File: src/rtl/axis_spike_counter_pkg.sv
// spike_counter_config: width helpers and state encoding shared by the spike counter slice.
package spike_counter_config;
    localparam int NET_NUM_OUT = 4;
    typedef enum logic {ACCUM, DUMP} state_t;
    function automatic int width_nearest_byte(input int w);
        return ((w + 7) / 8) * 8;
    endfunction
    function automatic int idx_width(input int n);
        return n > 1 ? $clog2(n) : 1;
    endfunction
    function automatic int in_width(input int num_out);
        return width_nearest_byte(num_out);
    endfunction
    function automatic int out_width(input int cnt_width, input int num_out);
        return width_nearest_byte(cnt_width + idx_width(num_out));
    endfunction
endpackage

File: src/rtl/axis_spike_counter_saturating_counter.sv
// saturating_counter: up-counter that sticks at all-ones; clear wins over increment.
module saturating_counter #(
    parameter int WIDTH = 16
) (
    input  logic             clk,
    input  logic             arstn,
    input  logic             inc,
    input  logic             clr,
    output logic [WIDTH-1:0] q
);
    always_ff @(posedge clk or negedge arstn) begin
        if (!arstn) q <= '0;
        else if (clr) q <= '0;
        else if (inc && q != '1) q <= q + 1'b1;
    end
endmodule

File: src/rtl/axis_spike_counter.sv
// axis_spike_counter: counts output-neuron fires over a window, then streams one {idx, count} beat per neuron.
module axis_spike_counter
    import spike_counter_config::*;
#(
    parameter int NUM_OUT   = NET_NUM_OUT,
    parameter int CNT_WIDTH = 16,
    parameter int WINDOW    = 1000,
    parameter int IDX_WIDTH = idx_width(NUM_OUT),
    parameter int IN_WIDTH  = in_width(NUM_OUT),
    parameter int OUT_WIDTH = out_width(CNT_WIDTH, NUM_OUT)
) (
    input  logic                 clk,
    input  logic                 arstn,
    input  logic                 flush,
    input  logic                 i_s_axis_tvalid,
    output logic                 o_s_axis_tready,
    input  logic [IN_WIDTH-1:0]  i_s_axis_tdata,
    output logic                 o_m_axis_tvalid,
    input  logic                 i_m_axis_tready,
    output logic [OUT_WIDTH-1:0] o_m_axis_tdata
);
    localparam int STEP_WIDTH = WINDOW > 1 ? $clog2(WINDOW) : 1;

    state_t                  r_state;
    logic                    r_ready;
    logic [STEP_WIDTH-1:0]   r_step;
    logic [IDX_WIDTH-1:0]    r_idx;
    logic [CNT_WIDTH-1:0]    w_cnt [NUM_OUT];
    logic                    w_hs_in;
    logic                    w_hs_out;
    logic                    w_last_out;
    logic                    w_end_window;
    logic                    w_unused;

    assign w_unused        = ^i_s_axis_tdata;
    // r_ready keeps tready low until the first clock after reset release
    assign o_s_axis_tready = r_ready && r_state == ACCUM;
    assign o_m_axis_tvalid = r_state == DUMP;
    assign w_hs_in         = i_s_axis_tvalid && o_s_axis_tready;
    assign w_hs_out        = o_m_axis_tvalid && i_m_axis_tready;
    assign w_last_out      = w_hs_out && r_idx == IDX_WIDTH'(NUM_OUT - 1);
    assign w_end_window    = (w_hs_in && r_step == STEP_WIDTH'(WINDOW - 1)) || flush;

    for (genvar i = 0; i < NUM_OUT; i++) begin : g_cnt
        saturating_counter #(.WIDTH(CNT_WIDTH)) u_cnt (
            .clk   (clk),
            .arstn (arstn),
            .inc   (w_hs_in && i_s_axis_tdata[i]),
            .clr   (w_last_out),
            .q     (w_cnt[i])
        );
    end

    always_comb begin
        o_m_axis_tdata = '0;
        if (o_m_axis_tvalid) begin
            o_m_axis_tdata[CNT_WIDTH-1:0]         = w_cnt[r_idx];
            o_m_axis_tdata[CNT_WIDTH +: IDX_WIDTH] = r_idx;
        end
    end

    always_ff @(posedge clk or negedge arstn) begin
        if (!arstn) begin
            r_state <= ACCUM;
            r_ready <= 1'b0;
            r_step  <= '0;
            r_idx   <= '0;
        end else begin
            r_ready <= 1'b1;
            if (r_state == ACCUM) begin
                if (w_hs_in) r_step <= r_step + 1'b1;
                if (w_end_window) begin
                    r_state <= DUMP;
                    r_step  <= '0;
                end
            end else if (w_last_out) begin
                r_state <= ACCUM;
                r_step  <= '0;
                r_idx   <= '0;
            end else if (w_hs_out) begin
                r_idx <= r_idx + 1'b1;
            end
        end
    end
endmodule

File: config.mk
export PLATFORM = sky130hd
export DESIGN_NAME = axis_spike_counter
export DESIGN_NICKNAME = d
export VERILOG_FILES = /design/src/rtl/axis_spike_counter_pkg.sv /design/src/rtl/axis_spike_counter_saturating_counter.sv /design/src/rtl/axis_spike_counter.sv
export SDC_FILE = /design/constraint.sdc
export NUM_CORES = 1
export LEC_CHECK = 0
export ABC_AREA = 0
export CAP_MARGIN = 0
export CORE_MARGIN = 3
export CORE_UTILIZATION = 54
export CTS_CLUSTER_SIZE = 25
export DETAILED_ROUTE_END_ITERATION = 6
export GPL_TIMING_DRIVEN = 0
export PLACE_DENSITY = 0.78
export SLEW_MARGIN = 0
export SYNTH_ARGS = -nofsm -noshare
export SYNTH_HDL_FRONTEND = slang
export SYNTH_HIERARCHICAL = 1
export SYNTH_SLANG_ARGS = --single-unit
File: constraint.sdc
create_clock -name clk -period 2.35 [get_ports clk]
set_clock_uncertainty 0.2 [all_clocks]
set_input_delay 0.5875 -clock clk [delete_from_list [all_inputs] [get_ports clk]]
set_output_delay 0.5875 -clock clk [all_outputs]
set_load 0.05 [all_outputs]
* After elaboration in Yosys (flattened, before gate mapping)
Cells that the tools add are included. W data, S select, Z words.
Operators by class: add/subtract/negate cells 6, magnitude comparators 1, equality and inequality tests 7, mux-type cells 21, bitwise logic cells 2, reduce and logical (&&, ||, !) cells 22
Operator list (number):
- $mux W16 | 10
- $add A16 B1 Y16 const B | 4
- $ne A16 B16 Y1 const B | 4
- $mux W10 | 4
- $bmux W16 S2 | 1
- $mux W18 | 1
- $logic_and A1 B1 Y1 | 13
- $add A10 B1 Y10 const B | 1
- $eq A10 B10 Y1 const B | 1
- $reduce_bool A2 Y1 | 5
- $mux W2 | 2
- $reduce_and A2 Y1 | 2
- $ge A3 B3 Y1 const B | 1
- $mux W1 | 3
- $not A2 Y3 | 1
- $reduce_bool A3 Y1 | 1
- $add A2 B1 Y2 const B | 1
- $eq A2 B2 Y1 const B | 1
- $ne A2 B1 Y1 const B | 1
- $logic_or A1 B1 Y1 | 1
- $not A1 Y1 | 1
Word-level totals: bits in registers 78

* Longest topological paths before layout
word-level depth 7, gate-level depth with buffers 8

* By module
The synthesis kept the hierarchy.
Modules (own cells, without submodules):
- saturating_counter | times used 4, cells an instance 98, area each 942.2 sq um, sequential area each 400.4 sq um
- axis_spike_counter | times used 1, cells an instance 134, area each 1330.0 sq um, sequential area each 350.3 sq um

* Worst setup path after synthesis
OpenSTA, ideal clock, no wires.
kind flip-flop to flip-flop, start reg r_state (netlist: o_m_axis_tvalid), end reg g_cnt[0].u_cnt.q[3], library setup time 0.078 ns, arrival time 2.190 ns, setup slack -0.118 ns, stages on the path, launching flop included 8, clock period less this slack 2.468 ns, path through dfrtp_1 clkbuf_1 nor2_1 and2_1 inv_1 clkbuf_1 or4_2 a21oi_1
Between the ends: longest elaborated chain between the ends 6
Ends and longest elaborated chain:
- start, declared | RTL line axis_spike_counter.sv:24 | state_t r_state;
- start signal, assigned | RTL line axis_spike_counter.sv:64 | r_state <= ACCUM;
- start signal, assigned | RTL line axis_spike_counter.sv:73 | r_state <= DUMP;
- start signal, assigned | RTL line axis_spike_counter.sv:77 | r_state <= ACCUM;
- $not A1 Y1
- $logic_and A1 B1 Y1 | RTL line axis_spike_counter.sv:37 | assign o_s_axis_tready = r_ready && r_state == ACCUM;
- $logic_and A1 B1 Y1 | RTL line axis_spike_counter.sv:39 | assign w_hs_in = i_s_axis_tvalid && o_s_axis_tready;
- $logic_and A1 B1 Y1 | RTL line axis_spike_counter.sv:48 | .inc (w_hs_in && i_s_axis_tdata[i]),
- $logic_and A1 B1 Y1 | RTL line axis_spike_counter_saturating_counter.sv:14 | else if (inc && q != '1) q <= q + 1'b1;
- $reduce_bool A2 Y1 (no source line)
- end signal, assigned | RTL line axis_spike_counter_saturating_counter.sv:14
- end, declared | RTL line axis_spike_counter_saturating_counter.sv:9 | output logic [WIDTH-1:0] q
Parallel ways exist; a longest one is shown, timed or not. A chain may end at the register's enable or synchronous reset.

* Final worst setup path
start reg r_idx[0], end out o_m_axis_tdata[7]
Between the ends: longest elaborated chain between the ends 5
Ends and longest elaborated chain:
- start, declared | RTL line axis_spike_counter.sv:27 | logic [IDX_WIDTH-1:0] r_idx;
- start signal, assigned | RTL line axis_spike_counter.sv:81 | r_idx <= r_idx + 1'b1;
- $not A2 Y3 (implied by the code) | RTL line axis_spike_counter.sv:57 | o_m_axis_tdata[CNT_WIDTH-1:0] = w_cnt[r_idx];
- $bmux W16 S2 | RTL line axis_spike_counter.sv:57
- $mux W16 (implied by the code) (2 in series) | RTL line axis_spike_counter.sv:57
- $mux W18 | RTL line axis_spike_counter.sv:56 | if (o_m_axis_tvalid) begin
- end, declared | RTL line axis_spike_counter.sv:20 | output logic [OUT_WIDTH-1:0] o_m_axis_tdata
Every way passes these cells. The select of a mux whose other input is x is not followed.

==> results.json <==
{
  "synth_simple_gate_area_share_pct": 29.7,
  "grt_setup_unrepaired": "yes",
  "critPathCaptureType": "output port",
  "crit_start": "r_idx[0]$_DFFE_PN0P_",
  "synth_edf_count": 0,
  "cts-root-buf": "sky130_fd_sc_hd__clkbuf_8",
  "num_vias": 4755,
  "die-width_um": 103,
  "xor_xnor_cell_area_share_of_the_yosys_netlist_pct": 0,
  "critPathLaunchType": "flip-flop",
  "synth_cells": 526,
  "drt_pass1_iterations": 4,
  "ys.warnings.count": 6,
  "p_leak_nw": 2.65,
  "port-buffer-count": 28,
  "gpl.final_weighted_congestion": 0.898,
  "finalWirelength_mm": 14.5,
  "cp_data_arrival_time_ps": 1840,
  "initial_core_util_pct": 57.1,
  "number_of_distinct_library_cell_variants_in_the_gate_level_netlist_after_synthesis": 43,
  "total_power_w": 0.00416,
  "worst_r2r_startpoint": "o_m_axis_tvalid$_DFF_PN0_",
  "async_flop_share_pct": 100,
  "reg2reg_depth": 9,
  "top_level_ports": 39,
  "max-vdd-ir-drop_mv": 0.347,
  "grt_first_pass_wirelength_mm": 22.7,
  "ys_dominant_reg_cell": "sky130_fd_sc_hd__dfrtp_1",
  "clk_path_buf_depth": 2,
  "clkLatencyLatePin_ps": 350,
  "slew-limit-headroom_pct": 63.0,
  "syn_area_sq_um": 5100,
  "finalHoldWorstSlack_ps": 289,
  "clockPowerShare_pct": 24.3,
  "power.share.combinational_pct": 37.8,
  "postSynthRegisterBits": 78,
  "pin_count_of_the_biggest_net_entering_global_routing": 44,
  "gr-usage-all-layers_pct": 27.2,
  "holdPathStages": 1,
  "critical_path_peak_fanout": 5,
  "outcome": "finished with violations",
  "seq_power_share_pct": 37.9,
  "remaining_drc_errors": 0,
  "coreArea_sq_um": 8930,
  "grt_pass1_vias": 4575,
  "report.final.setup_viol": 16,
  "worstHoldStart": "r_step[9]$_DFFE_PN0P_",
  "place.detailed.hpwl_mm": 9.33,
  "number_of_design_rule_violations_left_by_the_first_detailed_router_iteration": 384,
  "synthesis.area_per_instance_sq_um": 9.69,
  "syn2layout_area_growth_pct": 29.9,
  "synthAdderAreaFrac_pct": 1.47,
  "timing_max_transition_violations_final": 0,
  "detail-route-antenna-nets": 0,
  "switching_share_pct": 36.2,
  "worst_path_required_ps": 1560,
  "clk_pin_slew_worst_paths_ps": 80,
  "setup_ws_ps": -277,
  "vias_per_cell": 6.75,
  "design.final.nets": 611,
  "cts-buffers-inserted": 9,
  "num_rows": 34,
  "power_switching_w": 0.00150,
  "worst-setup-path-type": "flip-flop to output port",
  "route.detailed.wl_per_inst_um": 20.5,
  "die-area_sq_um": 10600,
  "finalHoldViolCount": 0,
  "number_of_max_cap_violations": 0,
  "htreeDepth": 3,
  "internal_power_w": 0.00265,
  "drive_above_1_share_pct": 39.1,
  "power_density_nw_per_um2": 628,
  "finalCritPeriodShare_pct": 112,
  "hp_class": "flip-flop to flip-flop",
  "worstMarginPinSlew_ps": 548,
  "dieHeight_um": 103,
  "ys_seq_area_share_pct": 38.3,
  "violations": "setup timing",
  "grt_remaining_overflow": 0,
  "final_util_pct": 74.1,
  "dp_worst_setup_slack_ps": -1090,
  "largest_family_of_logic_cells_by_synthesized_area": "simple AND/OR/NAND/NOR gates",
  "cts.sinks": 78,
  "antenna-diode-count": 0,
  "post_layout_min_period_ps": 2630,
  "cts_tree": "yes",
  "area_fraction_in_compound_gates_after_synthesis_pct": 14.8,
  "grt_antenna_before_repair": 0,
  "post_synth_mux_area_share_pct": 10.8,
  "achievable-frequency_ghz": 0.381
}
==> Yosys cell counts (2+ instances only) <==
master                     number  area, sq um
sky130_fd_sc_hd__a211oi_2       4         50.1
sky130_fd_sc_hd__a21oi_1       46          230
sky130_fd_sc_hd__and2_1        25          156
sky130_fd_sc_hd__and3_1         9         56.3
sky130_fd_sc_hd__and4_2         8         80.1
sky130_fd_sc_hd__buf_2          2         10.0
sky130_fd_sc_hd__buf_4          7         52.6
sky130_fd_sc_hd__buf_6          4         45.0
sky130_fd_sc_hd__clkbuf_1      19         71.3
sky130_fd_sc_hd__conb_1         2         7.51
sky130_fd_sc_hd__dfrtp_1       78         1950
sky130_fd_sc_hd__ha_1           6         75.1
sky130_fd_sc_hd__inv_1         13         48.8
sky130_fd_sc_hd__mux2_1        16          180
sky130_fd_sc_hd__mux4_2        16          360
sky130_fd_sc_hd__nand2_1       35          131
sky130_fd_sc_hd__nand3_1       16         80.1
sky130_fd_sc_hd__nand3b_1       5         37.5
sky130_fd_sc_hd__nand4_1       25          156
sky130_fd_sc_hd__nand4_2        5         62.6
sky130_fd_sc_hd__nor2_1        25         93.8
sky130_fd_sc_hd__nor2b_1       18          113
sky130_fd_sc_hd__nor3_1         7         35.0
sky130_fd_sc_hd__nor4_1        16          100
sky130_fd_sc_hd__nor4_4         4         85.1
sky130_fd_sc_hd__o211ai_2       4         50.1
sky130_fd_sc_hd__o21ai_0       10         50.1
sky130_fd_sc_hd__o21ai_1       16         80.1
sky130_fd_sc_hd__o31ai_1       34          255
sky130_fd_sc_hd__or3_1          9         56.3
sky130_fd_sc_hd__or3_2          4         30.0
sky130_fd_sc_hd__or4_1         20          150
sky130_fd_sc_hd__or4_2          8         70.1
==> state kept, by name (all words and copies together) (netlist names) <==
| signal | cells |
|---|---|
| g_cnt.u_cnt/q | 64 |
| o_m_axis_tvalid | 1 |
| r_idx | 2 |
| r_ready | 1 |
| r_step | 10 |
==> cells in the final DEF, fill, tap and decap left out, drive strengths merged, types with 20 or more instances in the layout <==
master / synthesis / layout
dfrtp: 78 / 78
buf: 14 / 60
a21oi: 46 / 46
nand2: 35 / 35
o31ai: 34 / 34
nand4: 30 / 30
or4: 28 / 28
o21ai: 26 / 26
nor2: 25 / 25
and2: 25 / 25
clkbuf: 19 / 25
nor4: 20 / 20
==> stage by stage <==
stage	std cells	instance area, sq um	setup TNS (ps)
floorplan	531	5130	0
global placement	667	5550	-247680
detailed placement	668	5570	-68770
CTS	696	6130	-4090
global route	704	6620	-4730
finish	704	6620	-3800
==> final cells by class <==
class	count	area [sq um]
Buffer	33	309
Clock buffer	11	141
Clock inverter	4	47.5
Fill cell	584	2310
Inverter	13	51.3
Multi-Input combinational cell	407	3410
Sequential cell	78	1960
Tap cell	108	135
Timing Repair Buffer	50	571
==> power by group through the flow <==
stage	logic, W	clock network (W)	registers, W
detailed placement	0.00118	0	0.00160
global placement	0.00114	0	0.00159
floorplan	0.000850	0	0.00157
global route	0.00169	0.00109	0.00159
finish	0.00157	0.00101	0.00157
CTS	0.00145	0.00104	0.00156
==> routing by layer <==
layer | up-vias | GRT usage (%) | wire (um)
li1 | 2150 | - | -
met1 | 2339 | 38.1 | 5990
met2 | 241 | 42.6 | 7060
met3 | 25 | 4.43 | 1090
met4 | 0 | 10.8 | 333
met5 | - | 0 | 0
==> logic make-up (layout without fill, tap and decap cells) <==
group	Yosys count	count (layout)
AO/OA/AOI/OAI	119	119
buffers and inverters	46	111
multiplexers	33	33
flip-flops	78	78
other	2	7
AND/OR/NAND/NOR	242	242
adder cells (fa/ha/maj)	6	6
==> timing repair <==
| item | in CTS | in global routing |
|---|---|---|
| hold endpoints to repair | 4 | 0 |
| hold buffers | 1 | 0 |
| pin swaps | 12 | 33 |
| gates resized for setup | 208 | 111 |
| cloned | 4 | 0 |
| setup buffers | 8 | 8 |
| endpoints found under the setup margin | 84 | 79 |
==> path summary, 6_finish.rpt <==
| path | slack (ps) | end |
|---|---|---|
| worst max-delay path | -280 | o_m_axis_tdata[7] |
| worst min-delay path | 290 | r_step[9]$_DFFE_PN0P_ |
| worst max register to register | 40 | g_cnt[2].u_cnt/q[13]$_DFFE_PN0P_ |
| worst min register to register | 290 | r_step[9]$_DFFE_PN0P_ |
| max in group asynchronous | 820 | g_cnt[3].u_cnt/q[8]$_DFFE_PN0P_ |
| min in group asynchronous | 530 | g_cnt[0].u_cnt/q[2]$_DFFE_PN0P_ |
==> worst max-delay path, cell delays in order, from the launching register on <==
cell and delay [ps]:
sky130_fd_sc_hd__dfrtp_2 390, sky130_fd_sc_hd__buf_6 130, sky130_fd_sc_hd__buf_16 120, sky130_fd_sc_hd__mux4_2 530, sky130_fd_sc_hd__and2_4 180, sky130_fd_sc_hd__buf_6 140
(Power assumes the default switching activity.)
